**config.mk**
```make
export PLATFORM = sky130hd
export DESIGN_NAME = parametros_tempo
export DESIGN_NICKNAME = d
export VERILOG_FILES = /design/src/rtl/parametros_tempo.sv
export SDC_FILE = /design/constraint.sdc
export NUM_CORES = 1
export LEC_CHECK = 0
export BUFFER_PORTS_ARGS = -buffer_cell sky130_fd_sc_hd__buf_4
export CORE_MARGIN = 2
export CORE_UTILIZATION = 43
export DETAILED_ROUTE_END_ITERATION = 8
export GPL_ROUTABILITY_DRIVEN = 0
export SYNTH_ARGS = -nofsm -noshare
export SYNTH_HDL_FRONTEND = slang
export SYNTH_HIERARCHICAL = 1
export SYNTH_SLANG_ARGS = --single-unit
```
**constraint.sdc**
```tcl
create_clock -name clock -period 1.8 [get_ports clock]
set_input_delay 0.36 -clock clock [delete_from_list [all_inputs] [get_ports clock]]
set_output_delay 0.36 -clock clock [all_outputs]
set_load 0.02 [all_outputs]
```
**src/rtl/parametros_tempo.sv**
```systemverilog
// Time-parameter store for the alarm/timer controller: four programmable
// durations with factory defaults, one selected onto a registered output.

module parametros_tempo_reg #(
  parameter int              PW      = 4,
  parameter logic [PW-1:0]   DEFAULT = '0
) (
  input  logic          clock,
  input  logic          reset,
  input  logic          wr,
  input  logic [PW-1:0] din,
  output logic [PW-1:0] q
);
  // A zero duration would stall the timer, so writing 0 restores the default.
  always_ff @(posedge clock) begin
    if (!reset)  q <= DEFAULT;
    else if (wr) q <= (din == '0) ? DEFAULT : din;
  end
endmodule

module parametros_tempo #(
  parameter int T_ARM_DEFAULT       = 6,
  parameter int T_DRIVER_DEFAULT    = 8,
  parameter int T_PASSENGER_DEFAULT = 15,
  parameter int T_ALARM_DEFAULT     = 10,
  parameter int PW                  = 4,
  parameter int VW                  = 5
) (
  input  logic          clock,
  input  logic          reset,
  input  logic [1:0]    time_param_sel,
  input  logic [1:0]    interval,
  input  logic [PW-1:0] time_value,
  input  logic          reprogram,
  output logic [VW-1:0] value
);
  localparam int NUM_P = 4;

  // Index order matches the select encoding: 0 arm, 1 driver, 2 passenger, 3 alarm.
  localparam logic [NUM_P-1:0][PW-1:0] DEFAULTS = {
    PW'(T_ALARM_DEFAULT), PW'(T_PASSENGER_DEFAULT),
    PW'(T_DRIVER_DEFAULT), PW'(T_ARM_DEFAULT)
  };

  logic [NUM_P-1:0][PW-1:0] params;
  logic [NUM_P-1:0]         wr;

  always_comb begin
    wr = '0;
    wr[time_param_sel] = reprogram;
  end

  for (genvar i = 0; i < NUM_P; i++) begin : g_param
    parametros_tempo_reg #(
      .PW      (PW),
      .DEFAULT (DEFAULTS[i])
    ) u_reg (
      .clock (clock),
      .reset (reset),
      .wr    (wr[i]),
      .din   (time_value),
      .q     (params[i])
    );
  end

  // Reads the pre-write contents, so a same-cycle write shows one edge later.
  always_ff @(posedge clock) begin
    if (!reset) value <= '0;
    else        value <= VW'(params[interval]);
  end
endmodule

```
==> results of run 1 <==
[stage by stage]
| step | cells | instance area (sq um) | utilization | power (mW) | hold slack (ns) |
|---|---|---|---|---|---|
| 2_1_floorplan | 83 | 919.6 | - | 0.5512 | 0.4318 |
| 3_3_place_gp | 121 | 1025 | 0.5170 | 0.5989 | 0.4883 |
| 3_5_place_dp | 121 | 1025 | 0.5170 | 0.5990 | 0.4927 |
| 4_1_cts | 125 | 1077 | 0.5436 | 0.9600 | 0.3214 |
| 5_1_grt | 125 | 1077 | 0.5436 | 0.9946 | 0.3332 |
| 6_report | 125 | 1077 | 0.5436 | 0.9556 | 0.3275 |
[placed cells by master (no fill, tap or decap)]
cell and instances:
mux2i_1 24, dfxtp_1 20, buf_4 17, nor2b_1 7
o22ai_1 4, o211ai_1 4, clkbuf_4 3, o311ai_0 3
nand2_1 2, nand2b_1 2, or3b_1 2, or4b_1 2
nand3_1 2, nor2_1 1, nor3b_1 1, and3b_1 1
and3_1 1, conb_1 1, bufinv_16 1
[flip-flops by register name, indices dropped and copies added (netlist names)]
name and count:
g_param.u_reg/q 16, value 4
[routing by layer]
layer	vias to the layer above	part of all wire	track usage
met1	310	0.49	0.2322
met4	0	0.0080	0.05556
met2	13	0.46	0.2390
li1	335	-	-
met5	-	0	0
met3	2	0.035	0.02679
[cells by family (layout without fill, tap and decap cells)]
group           after synthesis  count (layout)  share of synthesized area
other cells                   1               1                   0.004078
flops                        20              20                     0.4354
mux                          24              24                     0.2612
buf+inv                       6              21                    0.06122
compound gates               11              11                    0.08844
simple gates                 21              21                     0.1497
[final timing paths]
kind / start / end / slack (ns) / depth (start not counted)
setup / recovery: time_param_sel[1] / g_param[1].u_reg/q[3] / 0.67 / 4
hold / removal: time_value[1] / g_param[0].u_reg/q[2] / 0.33 / 2
setup reg to reg: g_param[2].u_reg/q[2] / g_param[2].u_reg/q[2] / 1.08 / 2
hold reg to reg: g_param[0].u_reg/q[2] / g_param[0].u_reg/q[2] / 0.52 / 2
[Yosys cell counts]
library cell,number,area share
nor2_1,1,0.0041
buf_6,3,0.037
nand3_1,2,0.011
mux2i_1,24,0.26
and3b_1,1,0.0095
nor3b_1,1,0.0082
or3b_1,2,0.019
buf_4,3,0.024
o22ai_1,4,0.027
or4b_1,2,0.022
conb_1,1,0.0041
dfxtp_1,20,0.44
and3_1,1,0.0068
o311ai_0,3,0.029
o211ai_1,4,0.033
nand2_1,2,0.0082
nor2b_1,7,0.048
nand2b_1,2,0.014
[layout make-up]
class                   count  share of cell area
flip-flops and latches     20              0.3717
multi-input cells          57              0.4297
clock inverters             1             0.02787
well taps                  27             0.03136
repair buffers             17              0.1185
clock buffers               3             0.02091
[worst max-delay path, delay by kind of cell]
kind / cells / cell delay [ns]
buffers and inverters: 1 / 0.12
and+or+nand+nor: 3 / 0.91
[power breakdown]
part	internal [mW]	switching, mW	total (mW)
logic	0.0580	0.0598	0.118
clock network	0.225	0.142	0.367
registers	0.462	0.00884	0.471
total	0.745	0.211	0.956
==> impl_metrics.tcl, run 1 <==
set metrics [dict create \
    die_w_microns 50.25 \
    critical-path-max-stage-delay_ns 0.46 \
    cap_violations 0 \
    synth_cells 83 \
    final.setup.worst_slack_ns 0.6662 \
    num_vias 660 \
    path_class "primary input to register" \
    cts_tree "built" \
    fill_cells 180 \
    critPathCaptureType "register" \
    cp_max_fo 5 \
    wl_per_cell_microns 14.05 \
    syn_area_sq_um 919.6 \
    routed_wl_microns 1756 \
    min_period_over_period 0.6299 \
    fp.coreArea_sq_um 1982 \
    cp_slowest_cell "or4b_1" \
    drive_above_1_share 0.2143 \
    fmaxAchievable_mhz 882.0 \
    min_period_ns 1.134 \
    status "completed" \
    hold_violations 0 \
    postCtsSetupBuffers 0 \
    rsz0062_at_grt "false" \
    fp.dieArea_sq_um 2525 \
    multiInputGateArea_sq_um 462.9 \
    cp.arrival_ns 1.39 \
    grt_overflow_total 0 \
    seq_area_frac_synth 0.4354 \
    antenna_cells 0 \
    fin_tns_setup_ns 0 \
    avgViaCountPerCell 5.280 \
    leakage_nw 0.4205 \
    grt.total_usage 0.1604 \
    cts_hold_buffers 0 \
    clock_latency_ns 0.30 \
    finalNetCount 110 \
    die_y_microns 50.25 \
    numClockSinks 20 \
    grt_first_pass_wirelength_microns 3063 \
    cts_resized 0 \
    grt_pass1_vias 662 \
    cts-root-buf "clkbuf_4" \
    cts.clk_slew.worst_paths_ns 0.12 \
    numCtsBuffers 3 \
    dpl.hpwl_microns 1289 \
    synth_seq_cells 20 \
    syn-num-nets 94 \
    clock_path_buffers 2 \
    setup_viol 0 \
    area.growth.synth_to_final_pct 17.14 \
    ant_nets 0 \
    worstPathCellList "buf_4, and3b_1, or4b_1, nand3_1" \
    yosysWarnings 6 \
    antenna_found_initial 0 \
    syn_avg_cell_area_sq_um 11.08 \
    dp_slack_ns 0.3593 \
    ys_types 18 \
    regArea_sq_um 400.4 \
    start_util 0.4640 \
    critPathLaunchType "primary input" \
    rows 16 \
    peakVddDrop_uv 435.0 \
    hold_class "primary input to register" \
    first_iter_violations 7 \
    htreeDepth 1 \
    io_pins 16 \
    drc 0 \
    io_buffers 14 \
    final_max_slew_viol_count 0 \
    p_per_area_nw_per_um2 887.0 \
    required_ns 2.05 \
    grt_max_degree 19 \
    drt-pass1-iter-count 4 \
    skew_ns 0.001686 \
]
Power figures use the tool's default switching activity.
==> run 2: changes to the inputs <==
Settings changed: PLACE_DENSITY set to 0.66.
Clock period 1.8 ns to 1 ns, I/O delays scaled along.
==> run 2 against run 1 <==
  * Final area up 3.1%
  * Critical path depth down 3
  * Via count up 2.3%
  * Setup slack worse by 0.62 ns
  * Clock power up 25%
  * First-iteration DRC count down 86%
  * Routed wire length down 3.1%
  * Largest cell class unchanged
  * Highest routed layer unchanged
==> impl_metrics.tcl, run 2 (same netlist as run 1, synthesis figures left out) <==
set metrics [dict create \
    status "completed" \
    io_buffers 14 \
    cts_tree "built" \
    power_frac_seq 0.550 \
    grt.total_usage 0.1581 \
    critPathLaunchType "register" \
    fp.coreArea_sq_um 1982 \
    die_w_microns 50.25 \
    htreeDepth 1 \
    final_common_cell "mux2i_1" \
    stdcell_count 130 \
    drt-pass1-iter-count 4 \
    switching_share 0.2385 \
    fmaxAchievable_mhz 1047 \
    critPathBufInv 1 \
    critPathCaptureType "output pin" \
    area.growth.synth_to_final_pct 20.82 \
    clock_path_buffers 2 \
    finalNetCount 115 \
    hold_violations 0 \
    grt_first_pass_wirelength_microns 2987 \
    fin_util 0.5606 \
    largest_register "g_param.u_reg/q" \
    p_per_area_nw_per_um2 1385 \
    postCtsSetupBuffers 0 \
    required_ns 0.80 \
    skew_ns 0.009011 \
    num_vias 675 \
    first_iter_violations 1 \
    min_period_ns 0.9550 \
    rsz0062_at_grt "false" \
    dp.cells 126 \
    wl_per_cell_microns 13.08 \
    design_area_sq_um 1111 \
    antenna_found_initial 0 \
    peakVddDrop_uv 645.8 \
    rrSetupSlack_ns 0.28 \
    rows 16 \
    cap_violations 0 \
    final_max_slew_viol_count 0 \
    p_comb_frac 0.152 \
    grt_pass1_vias 645 \
    clock_latency_ns 0.30 \
    crit_family "flip-flops" \
    io_pins 16 \
    fill_cells 175 \
    reg.largest.list "g_param.u_reg/q: 16 flops, value: 4 flops" \
    fin_tns_setup_ns 0 \
    routed_wl_microns 1701 \
    fin_worst_hold_slack_ns 0.1577 \
    p_sw_uw 367.1 \
    antenna_cells 0 \
    clockPowerShare 0.299 \
    cts-root-buf "clkbuf_4" \
    grt_overflow_total 0 \
    fp.dieArea_sq_um 2525 \
    cp_max_fo 1 \
    critical-path-max-stage-delay_ns 0.32 \
    setup_viol 0 \
    path_class "register to output pin" \
    ant_nets 0 \
    cts.clk_slew.worst_paths_ns 0.11 \
    dp_slack_ns -0.1461 \
    start_util 0.4640 \
    drive_above_1_share 0.2718 \
    hold_class "primary input to register" \
    dpl.hpwl_microns 1319 \
    layout_common_cells "24 x mux2i_1, 22 x buf_4, 19 x dfxtp_1, 7 x nor2b_1" \
    cp_slowest_cell "dfxtp_2" \
    cp.arrival_ns 0.75 \
    die_y_microns 50.25 \
    placedInstanceArea_sq_um 1074 \
    grt_max_degree 19 \
    numCtsBuffers 3 \
    numClockSinks 20 \
    worstPathCellList "buf_4" \
    drc 0 \
    internal_power_mw 1.172 \
    largest_reg_flops 16 \
    p_total_mw 1.539 \
    leakage_nw 0.4431 \
    avgViaCountPerCell 5.192 \
    min_period_over_period 0.9550 \
    final.setup.worst_slack_ns 0.04504 \
]
==> run 2: cell count changes in the layout (fill, tap and decap cells not counted), sizes merged <==
cell	delta
buf	+5
bufinv	-1
clkbuf	+1
==> run 2: power groups by stage <==
stage / clock (mW) / combinational, mW / sequential (mW)
after floorplan: 0 / 0.120 / 0.876
after global placement: 0 / 0.229 / 0.864
after detailed placement: 0 / 0.234 / 0.864
after CTS: 0.481 / 0.234 / 0.846
after global routing: 0.514 / 0.256 / 0.851
final: 0.460 / 0.233 / 0.846
==> run 2: metal layers <==
metal / track usage / part of all wire / up-vias
li1: - / - / 348
met1: 0.2109 / 0.49 / 308
met2: 0.2500 / 0.46 / 15
met3: 0.01786 / 0.031 / 4
met4: 0.08333 / 0.021 / 0
met5: 0 / 0 / -
==> run 2: cell type report <==
cell class              count  area (sq um)  share of cell area
well taps                  27         33.78             0.03041
flip-flops and latches     20         401.6              0.3615
multi-input cells          57         474.2              0.4268
repair buffers             22         165.2              0.1486
clock buffers               4         36.28             0.03266
==> run 2: worst paths after layout <==
check / startpoint / end / cells past startpoint
worst max-delay path: value[1] / value[1] / 1
worst min-delay path: time_value[1] / g_param[0].u_reg/q[2] / 2
worst max register to register: g_param[2].u_reg/q[1] / value[1] / 2
worst min register to register: g_param[2].u_reg/q[3] / g_param[2].u_reg/q[3] / 2
==> run 2: timing repair <==
item,4_1_cts,5_1_grt
gates resized for setup,0,2
hold buffers,0,0
setup endpoints to repair,0,2
==> run 3: changes to the inputs <==
Settings changed: BUFFER_PORTS_ARGS -buffer_cell sky130_fd_sc_hd__buf_4 to unset, DONT_BUFFER_PORTS set to 1, PLACE_DENSITY 0.66 to unset.
==> run 3 against run 2 <==
  * Clock power rose by 2%
  * Global-route usage up 0.48 points
  * Sequential share of layout area rose by 2.8 points
  * Critical endpoint is now value[3]
  * Routed wire length grew 8.3%
  * Largest power group unchanged
  * Final area down 7.5%
==> impl_metrics.tcl, run 3 (same netlist as run 1, synthesis figures left out) <==
set metrics [dict create \
    status "completed" \
    final_common_cell "mux2i_1" \
    path_class "register to output pin" \
    drive_above_1_share 0.1000 \
    rrSetupSlack_ns 0.25 \
    final_max_slew_viol_count 0 \
    power_frac_seq 0.587 \
    fin_util 0.5183 \
    min_period_ns 0.9455 \
    grt_pass1_vias 635 \
    dp.cells 108 \
    numClockSinks 20 \
    cts.clk_slew.worst_paths_ns 0.11 \
    cp.arrival_ns 0.75 \
    p_comb_frac 0.094 \
    die_y_microns 50.25 \
    dpl.hpwl_microns 1231 \
    start_util 0.4640 \
    grt_overflow_total 0 \
    fin_worst_hold_slack_ns 0.01817 \
    setup_viol 0 \
    regArea_sq_um 400.4 \
    io_buffers 0 \
    drt-pass1-iter-count 4 \
    stdcell_count 117 \
    io_pins 16 \
    reg2reg_depth 2 \
    worstReg2RegStart "g_param[2].u_reg/q[2]" \
    hold_violations 0 \
    fp.coreArea_sq_um 1982 \
    largest_register "g_param.u_reg/q" \
    die_w_microns 50.25 \
    hp-start "time_value[2]" \
    cp_max_fo 1 \
    fp.dieArea_sq_um 2525 \
    holdPathEnd "g_param[0].u_reg/q[1]" \
    p_sw_uw 332.0 \
    clockPowerShare 0.319 \
    first_iter_violations 16 \
    fin_tns_setup_ns 0 \
    largest_reg_flops 16 \
    ant_nets 0 \
    leakage_nw 0.3848 \
    peakVddDrop_uv 784.6 \
    clock_latency_ns 0.30 \
    min_delay_path_depth 1 \
    antenna_found_initial 0 \
    crit-reg2reg-capture "value[2]" \
    critPathCaptureType "output pin" \
    avgViaCountPerCell 5.385 \
    cts_tree "built" \
    rows 16 \
    reg.largest.list "g_param.u_reg/q: 16 flops, value: 4 flops" \
    finalNetCount 102 \
    drc 0 \
    fill_cells 191 \
    numCtsBuffers 3 \
    grt_first_pass_wirelength_microns 2980 \
    min_period_over_period 0.9455 \
    clock_path_buffers 2 \
    switching_share 0.2260 \
    grt_max_degree 12 \
    layout_common_cells "24 x mux2i_1, 20 x dfxtp_1, 7 x nor2b_1" \
    htreeDepth 1 \
    fmaxAchievable_mhz 1058 \
    grt.total_usage 0.1629 \
    routed_wl_microns 1843 \
    multiInputGateArea_sq_um 474.2 \
    cap_violations 0 \
    internal_power_mw 1.137 \
    num_vias 630 \
    cts-root-buf "clkbuf_4" \
    p_per_area_nw_per_um2 1430 \
    hold_class "primary input to register" \
    critPathLaunchType "register" \
    area.growth.synth_to_final_pct 11.70 \
    rsz0062_at_grt "false" \
    skew_ns 0.005229 \
    antenna_cells 0 \
    required_ns 0.80 \
    wl_per_cell_microns 15.75 \
]
run 3: cell count changes in the layout (fill, tap and decap cells not counted):
| cell | delta |
|---|---|
| dfxtp_1 | +1 |
| buf_4 | -18 |
| dlygate4sd3_1 | +4 |
| dfxtp_2 | -1 |
| o311ai_1 | -1 |
| dlymetal6s4s_1 | +1 |
| o311ai_0 | +1 |
run 3: worst max-delay path by stage:
stage / start / to / slack (ns) / cells after the start
final: value[3] / value[3] / 0.05 / 0
after CTS: value[3] / value[3] / 0.04 / 0
after detailed placement: time_param_sel[1] / g_param[2].u_reg/q[0] / -0.03 / 5
after global placement: time_param_sel[0] / g_param[3].u_reg/q[1] / 0.02 / 3
after floorplan: time_param_sel[1] / g_param[0].u_reg/q[1] / -0.09 / 4
after global routing: value[1] / value[1] / 0.009 / 0
run 3: power groups by stage:
stage / registers [mW] / clock network [mW] / logic [mW]
4_1_cts: 0.863 / 0.492 / 0.127
5_1_grt: 0.867 / 0.528 / 0.153
3_3_place_gp: 0.880 / 0 / 0.114
2_1_floorplan: 0.876 / 0 / 0.120
3_5_place_dp: 0.881 / 0 / 0.116
6_report: 0.862 / 0.469 / 0.138
run 3: per-stage QoR:
step           setup WS, ns  instance area, sq um  power, mW
2_1_floorplan      -0.08513                 934.6     0.9958
3_3_place_gp        0.02024                 938.4     0.9940
3_5_place_dp       -0.02677                 938.4     0.9969
4_1_cts             0.03835                 994.7      1.482
5_1_grt            0.008683                  1027      1.547
6_report            0.05448                  1027      1.469
run 3: timing repair:
item	CTS	global route
hold buffers	2	3
setup endpoints to repair	0	1
hold endpoints to repair	9	2
resized for setup	0	1
buffers inserted	0	0
run 3: cell type report:
cell class | count | area share
clock buffers | 4 | 0.03532
multi-input cells | 57 | 0.4616
flip-flops and latches | 20 | 0.3898
well taps | 27 | 0.03289
repair buffers | 9 | 0.08039
run 3: layer usage:
layer,vias up,GRT usage,routed length (microns)
li1,323,-,-
met1,276,0.2167,870
met2,26,0.2259,795
met3,5,0.07143,143
met4,0,0.06944,33
met5,-,0,0
